### config.mk
export PLATFORM = sky130hd
export DESIGN_NAME = rsa_xcel_naive_mod_exp_ctrl_flat
export DESIGN_NICKNAME = d
export VERILOG_FILES = /design/src/rtl/rsa_xcel_naive_mod_exp_ctrl_if.sv /design/src/rtl/rsa_xcel_naive_mod_exp_ctrl.sv /design/src/flat_wrapper.sv
export SDC_FILE = /design/constraint.sdc
export NUM_CORES = 1
export LEC_CHECK = 0
export ABC_AREA = 0
export ABC_CLOCK_PERIOD_IN_PS = 1500
export BUFFER_PORTS_ARGS = -buffer_cell sky130_fd_sc_hd__buf_4
export CORE_UTILIZATION = 44
export DETAILED_ROUTE_END_ITERATION = 10
export PLACE_DENSITY = 0.84
export SYNTH_ARGS = -nofsm -noshare
export SYNTH_HDL_FRONTEND = slang
export SYNTH_SLANG_ARGS = --single-unit
### constraint.sdc
create_clock -name clk -period 1.5 [get_ports clk]
set_input_delay 0.15 -clock clk [delete_from_list [all_inputs] [get_ports clk]]
set_output_delay 0.15 -clock clk [all_outputs]
set_load 0.02 [all_outputs]
### src/rtl/rsa_xcel_naive_mod_exp_ctrl_if.sv
// Stream bundle around the modular-exponentiation sequencer.
// master = sequencer side. slave = the environment side: front end, sink and mul-rem unit.
interface rsa_xcel_naive_mod_exp_ctrl_if #(
  parameter int p_nbits = 32
);
  logic [3*p_nbits-1:0] istream_msg;
  logic                 istream_val;
  logic                 istream_rdy;
  logic [p_nbits-1:0]   ostream_msg;
  logic                 ostream_val;
  logic                 ostream_rdy;
  logic [3*p_nbits-1:0] mr_req_msg;
  logic                 mr_req_val;
  logic                 mr_req_rdy;
  logic [p_nbits-1:0]   mr_resp_msg;
  logic                 mr_resp_val;
  logic                 mr_resp_rdy;

  modport master (
    input  istream_msg, istream_val,
    output istream_rdy,
    output ostream_msg, ostream_val,
    input  ostream_rdy,
    output mr_req_msg, mr_req_val,
    input  mr_req_rdy,
    input  mr_resp_msg, mr_resp_val,
    output mr_resp_rdy
  );

  modport slave (
    output istream_msg, istream_val,
    input  istream_rdy,
    input  ostream_msg, ostream_val,
    output ostream_rdy,
    input  mr_req_msg, mr_req_val,
    output mr_req_rdy,
    output mr_resp_msg, mr_resp_val,
    input  mr_resp_rdy
  );
endinterface

### src/rtl/rsa_xcel_naive_mod_exp_ctrl.sv
// Right-to-left square-and-multiply sequencer computing base^exp mod n.
// It keeps at most one request outstanding to an external mul-rem unit.
//
// state      | meaning
// S_IDLE     | ready for a job; latches {n, base, exp} on accept
// S_MUL_REQ  | issue acc*base mod n
// S_MUL_WAIT | wait for the multiply result into acc
// S_SQ_REQ   | issue base*base mod n
// S_SQ_WAIT  | wait for the square result into base; shift exp
// S_DONE     | present acc on ostream until consumed
//
// The last squaring is skipped. DONE is reached from MUL_WAIT only when
// exp has shrunk to 1, or directly from IDLE for trivial jobs.
module rsa_xcel_naive_mod_exp_ctrl #(
  parameter int p_nbits = 32
) (
  input  logic                          clk,
  input  logic                          reset,
  rsa_xcel_naive_mod_exp_ctrl_if.master bus
);

  typedef enum logic [2:0] {
    S_IDLE, S_MUL_REQ, S_MUL_WAIT, S_SQ_REQ, S_SQ_WAIT, S_DONE
  } state_t;

  state_t               r_state;
  state_t               w_state_nxt;
  logic [p_nbits-1:0]   r_n;
  logic [p_nbits-1:0]   r_base;
  logic [p_nbits-1:0]   r_exp;
  logic [p_nbits-1:0]   r_acc;

  logic [p_nbits-1:0]   w_in_n;
  logic [p_nbits-1:0]   w_in_base;
  logic [p_nbits-1:0]   w_in_exp;
  logic                 w_n_trivial;
  logic                 w_exp_is_one;
  logic                 w_istream_rdy;
  logic                 w_ostream_val;
  logic                 w_req_val;
  logic                 w_req_is_mul;
  logic                 w_resp_rdy;

  assign w_in_n       = bus.istream_msg[3*p_nbits-1:2*p_nbits];
  assign w_in_base    = bus.istream_msg[2*p_nbits-1:p_nbits];
  assign w_in_exp     = bus.istream_msg[p_nbits-1:0];
  // n of 0 or 1 makes every residue 0.
  assign w_n_trivial  = (w_in_n[p_nbits-1:1] == '0);
  assign w_exp_is_one = (r_exp == {{(p_nbits-1){1'b0}}, 1'b1});

  // State register.
  always_ff @(posedge clk or negedge reset) begin
    if (!reset) r_state <= S_IDLE;
    else        r_state <= w_state_nxt;
  end

  // Next-state and handshake decode.
  always_comb begin
    w_state_nxt   = r_state;
    w_istream_rdy = 1'b0;
    w_ostream_val = 1'b0;
    w_req_val     = 1'b0;
    w_req_is_mul  = 1'b0;
    w_resp_rdy    = 1'b0;
    case (r_state)
      S_IDLE: begin
        w_istream_rdy = 1'b1;
        if (bus.istream_val) begin
          if (w_n_trivial || (w_in_exp == '0)) w_state_nxt = S_DONE;
          else if (w_in_exp[0])                w_state_nxt = S_MUL_REQ;
          else                                 w_state_nxt = S_SQ_REQ;
        end
      end
      S_MUL_REQ: begin
        w_req_val    = 1'b1;
        w_req_is_mul = 1'b1;
        if (bus.mr_req_rdy) w_state_nxt = S_MUL_WAIT;
      end
      S_MUL_WAIT: begin
        w_resp_rdy = 1'b1;
        if (bus.mr_resp_val) w_state_nxt = w_exp_is_one ? S_DONE : S_SQ_REQ;
      end
      S_SQ_REQ: begin
        w_req_val = 1'b1;
        if (bus.mr_req_rdy) w_state_nxt = S_SQ_WAIT;
      end
      S_SQ_WAIT: begin
        w_resp_rdy = 1'b1;
        // r_exp[1] is the low bit of exp after this step's shift.
        if (bus.mr_resp_val) w_state_nxt = r_exp[1] ? S_MUL_REQ : S_SQ_REQ;
      end
      S_DONE: begin
        w_ostream_val = 1'b1;
        if (bus.ostream_rdy) w_state_nxt = S_IDLE;
      end
      default: w_state_nxt = S_IDLE;
    endcase
  end

  // Operand, exponent and accumulator registers.
  always_ff @(posedge clk or negedge reset) begin
    if (!reset) begin
      r_n    <= '0;
      r_base <= '0;
      r_exp  <= '0;
      r_acc  <= '0;
    end else begin
      case (r_state)
        S_IDLE: begin
          if (bus.istream_val) begin
            r_n    <= w_in_n;
            r_base <= w_in_base;
            r_exp  <= w_in_exp;
            r_acc  <= w_n_trivial ? '0 : {{(p_nbits-1){1'b0}}, 1'b1};
          end
        end
        S_MUL_WAIT: begin
          if (bus.mr_resp_val) r_acc <= bus.mr_resp_msg;
        end
        S_SQ_WAIT: begin
          if (bus.mr_resp_val) begin
            r_base <= bus.mr_resp_msg;
            r_exp  <= r_exp >> 1;
          end
        end
        default: ;
      endcase
    end
  end

  assign bus.istream_rdy = w_istream_rdy;
  assign bus.ostream_val = w_ostream_val;
  assign bus.ostream_msg = r_acc;
  assign bus.mr_req_val  = w_req_val;
  assign bus.mr_req_msg  = {r_n, (w_req_is_mul ? r_acc : r_base), r_base};
  assign bus.mr_resp_rdy = w_resp_rdy;

endmodule

### src/flat_wrapper.sv
// flat-port wrapper written by rule: the top's interface ports become plain ports
module rsa_xcel_naive_mod_exp_ctrl_flat 
#(
  parameter int p_nbits = 32
)
  (clk, reset, bus_istream_msg, bus_istream_val, bus_istream_rdy, bus_ostream_msg, bus_ostream_val, bus_ostream_rdy, bus_mr_req_msg, bus_mr_req_val, bus_mr_req_rdy, bus_mr_resp_msg, bus_mr_resp_val, bus_mr_resp_rdy);
  rsa_xcel_naive_mod_exp_ctrl_if #(.p_nbits(p_nbits)) bus_i ();
  input  logic clk;
  input  logic reset;
  input wire logic [$bits(bus_i.istream_msg)-1:0] bus_istream_msg;
  input wire logic [$bits(bus_i.istream_val)-1:0] bus_istream_val;
  output wire logic [$bits(bus_i.istream_rdy)-1:0] bus_istream_rdy;
  output wire logic [$bits(bus_i.ostream_msg)-1:0] bus_ostream_msg;
  output wire logic [$bits(bus_i.ostream_val)-1:0] bus_ostream_val;
  input wire logic [$bits(bus_i.ostream_rdy)-1:0] bus_ostream_rdy;
  output wire logic [$bits(bus_i.mr_req_msg)-1:0] bus_mr_req_msg;
  output wire logic [$bits(bus_i.mr_req_val)-1:0] bus_mr_req_val;
  input wire logic [$bits(bus_i.mr_req_rdy)-1:0] bus_mr_req_rdy;
  input wire logic [$bits(bus_i.mr_resp_msg)-1:0] bus_mr_resp_msg;
  input wire logic [$bits(bus_i.mr_resp_val)-1:0] bus_mr_resp_val;
  output wire logic [$bits(bus_i.mr_resp_rdy)-1:0] bus_mr_resp_rdy;
  assign bus_i.istream_msg = bus_istream_msg;
  assign bus_i.istream_val = bus_istream_val;
  assign bus_istream_rdy = bus_i.istream_rdy;
  assign bus_ostream_msg = bus_i.ostream_msg;
  assign bus_ostream_val = bus_i.ostream_val;
  assign bus_i.ostream_rdy = bus_ostream_rdy;
  assign bus_mr_req_msg = bus_i.mr_req_msg;
  assign bus_mr_req_val = bus_i.mr_req_val;
  assign bus_i.mr_req_rdy = bus_mr_req_rdy;
  assign bus_i.mr_resp_msg = bus_mr_resp_msg;
  assign bus_i.mr_resp_val = bus_mr_resp_val;
  assign bus_mr_resp_rdy = bus_i.mr_resp_rdy;
  rsa_xcel_naive_mod_exp_ctrl #(.p_nbits(p_nbits)) u_core (.clk(clk), .reset(reset), .bus(bus_i));
endmodule
Yosys cells after proc, flatten, opt, wreduce, memory -nomap -nowiden
Cells that the tools add are included.
- reduce and logical (&&, ||, !) cells: 12
- mux-type cells: 26
- eq/ne operators: 12
- operator list (operator ; count):
    32-bit two-way mux ; 6
    32-bit case mux with 2 select lines ; 3
    32-bit by 1-bit equality test with 1-bit output, second input constant ; 1
    32-bit zero test ; 1
    31-bit zero test ; 1
    3-bit two-way mux ; 8
    3-bit case mux with 6 select lines ; 1
    2-bit != test, second input constant ; 6
    3-bit by 2-bit equality test with 1-bit output, second input constant ; 2
    3-bit equality test, second input constant ; 2
    1-bit two-way mux ; 6
    3-bit AND reduction ; 2
    6-bit AND reduction ; 1
    2-bit two-way mux ; 2
    2-bit nonzero test ; 2
    2-bit OR reduction ; 2
    3-bit by 1-bit equality test with 1-bit output, second input constant ; 1
    3-bit zero test ; 1
    2-bit AND reduction ; 1
    1-bit logical OR ; 1
- word-level logic and storage cells: 55
- bits in registers: 131
- output and inout bits: 132
- input bits: 134

Depth between registers and ports, before layout
- depth in word-level cells: 5
- mapped depth: 9

Worst setup path after synthesis
OpenSTA, ideal clock, no wires.
- kind: flip-flop to output port
- start: reg u_core.r_state[2]
- end: out bus_mr_req_msg[33]
- path slack: -457 ps
- cell stages (with the launch flop): 7
- data required time: 1350 ps
- buffers on the path: 3
- arrival time: 1807 ps
- cells stage by stage: dfrtp_1 buf_2 nor2b_1 nor2b_1 buf_2 buf_4 mux2_2
- cells in the longest elaborated chain, start to end: 3
- ends and longest elaborated chain (element ; line ; text):
    from (decl) ; rsa_xcel_naive_mod_exp_ctrl.sv:26 ; state_t r_state;
    from (signal assigned) ; rsa_xcel_naive_mod_exp_ctrl.sv:54 ; else r_state <= w_state_nxt;
    3-bit by 1-bit equality test with 1-bit output ; rsa_xcel_naive_mod_exp_ctrl.sv:65 ; case (r_state)
    1-bit two-way mux ; rsa_xcel_naive_mod_exp_ctrl.sv:65 ;
    32-bit two-way mux ; rsa_xcel_naive_mod_exp_ctrl.sv:135 ; assign bus.mr_req_msg = {r_n, (w_req_is_mul ? r_acc : r_base), r_base};
    to (decl) ; flat_wrapper.sv:16 ; output wire logic [$bits(bus_i.mr_req_msg)-1:0] bus_mr_req_msg;
No other way between the ends.

Worst setup path in the final report
- start: reg u_core.r_state[2]
- end: out bus_mr_req_msg[38]
The elaborated chain is that of the path after synthesis.

==> impl_metrics.tcl <==
set metrics [dict create \
    max_cap_violations 0 \
    yosys_warnings 0 \
    powerDensity_nw_per_um2 2420 \
    track_usage 0.361 \
    async_flop_share 1.00 \
    rsz0062_at_grt "true" \
    dpl.hpwl_um 13900 \
    syn_area_per_cell_um2 10.6 \
    final-setup-viol-count 165 \
    fin_crit_sh 1.37 \
    cp-end-kind "output port" \
    cts_tree "done" \
    violations "negative setup slack" \
    ys_seq_elements 131 \
    hold_viol 0 \
    worst_slew_pin_slew_ns 0.640 \
    final_nets 1151 \
    synth_nets 730 \
    die_area_um2 14800 \
    drt_pass1_iterations 6 \
    p_leak_nw 5.62 \
    syn-cell-area_um2 6310 \
    worst_ir_drop_vdd_mv 1.45 \
    layout_commonest_cell "buf_4" \
    critPathRequiredTime_ns 1.35 \
    crit_arrival_ns 1.91 \
    clockBufferDepth 2 \
    synthCells 596 \
    fin_ws_ns -0.562 \
    wire_per_inst_um 23.7 \
    postRouteWirelength_um 28700 \
    root_buffer "clkbuf_16" \
    antenna_found_initial 0 \
    clk-insertion-delay-late_ns 0.43 \
    slew_headroom 0.569 \
    fmax_mhz 485 \
    grtUsageMet2 0.664 \
    drtAntennaViolNets 0 \
    rows 43 \
    drtIter0Drc 615 \
    initial_core_util 0.453 \
    hold_class "input port to register" \
    cts_buffers 17 \
    layout-drive-gt1-share 0.492 \
    whs_ns 0.000822 \
    viasPerCell 5.83 \
    ys.flop_type "dfrtp_1" \
    status "finished with violations" \
    portBuffers 265 \
    ctsHtreeMaxLevel 4 \
    areaGrowthSynthToFinish_pct 85.7 \
    busiest_layer "met2" \
    finClkSkew_ns 0.0162 \
    post-route-drc-count 0 \
    cts_sinks 131 \
    grt_pass1_wl_um 39400 \
    fin_crit_ns 2.06 \
    grt_use_met1 0.369 \
    final_cell_mix "buf_4 (278), nand2_1 (130), dfrtp_1 (129), dlygate4sd3_1 (65), o21ai_1 (62)" \
    path_clk_slew_ns 0.06 \
    synth_edf_count 0 \
    die_y_um 122 \
    grt_max_degree 53 \
    worstSetupPathType "register to output port" \
    num-fill-cells 680 \
    diodes 0 \
    path_cells "nor2b_4 > nor2b_4 > buf_6 > clkbuf_16 > mux2_4 > buf_6" \
    worstPathMaxFanout 6 \
    grt.overflow.total 0 \
    vias 7059 \
    critPathMaxStageDelay_ns 0.43 \
    synth_cell_type_count 38 \
    finish.utilization 0.841 \
    ys_seq_area_frac 0.519 \
    slew_viol_final 0 \
    fp.coreArea_um2 13900 \
    place.gp.congestion 0.825 \
    ioPinCount 266 \
    fp.dieW_um 122 \
    grt_pass1_vias 7239 \
    critPathLaunchType "register" \
    grt.met3_usage 0.0819 \
    cpMaxStageDelayCell "dfrtp_2" \
]
-- cells by family (layout without fill, tap and decap cells) --
| logic type | after synthesis | in the layout | synth area share |
|---|---|---|---|
| and+or+nand+nor | 213 | 213 | 0.154 |
| DFF | 131 | 131 | 0.519 |
| muxes | 129 | 129 | 0.217 |
| AOI/OAI and AO/OA | 80 | 80 | 0.0694 |
| buffers and inverters | 43 | 477 | 0.0398 |
-- layout make-up --
class,instances,area (µm²),share of cell area
inverter,1,3.75,0.000320
sequential,131,3280,0.280
clock buffer,17,425,0.0363
tap,180,225,0.0192
timing repair buffer,444,4530,0.386
clock inverter,15,136,0.0116
multi-input combinational,422,3120,0.266
-- final timing paths --
kind	start	slack [ns]	cells past startpoint	end
max	u_core.r_state[2]	-0.56	6	bus_mr_req_msg[38]
min	bus_istream_msg[44]	0.0008	3	u_core.r_base[12]
max reg2reg	u_core.r_state[2]	-0.52	10	u_core.r_exp[4]
min reg2reg	u_core.bus.ostream_msg[17]	0.50	2	u_core.bus.ostream_msg[17]
max in group asynchronous	reset	0.68	3	u_core.r_state[2]
min in group asynchronous	reset	0.18	2	u_core.r_n[21]
-- flip-flops by register name, indices dropped and copies added (netlist names) --
name and cells:
u_core.bus.ostream_msg 32, u_core.r_base 32, u_core.r_exp 32, u_core.r_n 32, u_core.r_state 3
-- routing by layer --
metal	share of wire	wire [µm]
met1	0.33	9470
met2	0.53	15100
met3	0.079	2260
met4	0.066	1880
met5	0	0
-- repair_timing --
item                       CTS  global route
hold endpoints to repair   148             1
pin swaps                    3             8
hold buffers                64             1
gates resized for setup    101            34
setup endpoints to repair  165           166
gates cloned                22             2
buffers inserted            23            13
-- cells in the mapped netlist, types with 3 or more instances --
library cell | count | share of area
a21oi_1 | 3 | 0.0024
buf_2 | 9 | 0.0071
buf_4 | 14 | 0.017
clkbuf_1 | 12 | 0.0071
clkbuf_2 | 3 | 0.0024
dfrtp_1 | 131 | 0.52
mux2_2 | 64 | 0.11
mux2i_1 | 65 | 0.10
nand2_1 | 130 | 0.077
nand2b_1 | 3 | 0.0030
nand3_1 | 32 | 0.025
nand4_1 | 6 | 0.0059
nor2_1 | 3 | 0.0018
nor2b_1 | 5 | 0.0050
nor3_1 | 3 | 0.0024
nor4_1 | 23 | 0.023
o21ai_0 | 36 | 0.029
o21ai_1 | 30 | 0.024
-- worst max-delay path: cells and delay by family, from the launching register on --
kind | cells | cell delay (ns)
muxes | 1 | 0.30
DFF | 1 | 0.43
buffers and inverters | 3 | 0.43
and+or+nand+nor | 2 | 0.33
-- metrics by stage --
step	setup TNS (ns)	instance area [µm²]	worst slack, ns	std cells	total power, mW
final	-59.27	11700	-0.562	1210	28.3
after global routing	-66.09	11700	-0.602	1210	29.4
after CTS	-51.06	11400	-0.522	1194	26.5
after detailed placement	-22.81	9000	-0.222	1053	18.8
after global placement	-19.01	9000	-0.184	1053	18.4
after floorplan	-19.13	6550	-0.196	596	13.7
-- where the power goes --
group	switching [mW]	leakage, nW	internal [mW]	total [mW]
Sequential	1.70	1.64	5.20	6.89
Clock	1.73	0.266	2.29	4.02
Combinational	8.02	3.72	9.41	17.4
Total	11.5	5.62	16.9	28.3
Note: power is estimated with default switching activity, not from simulation.
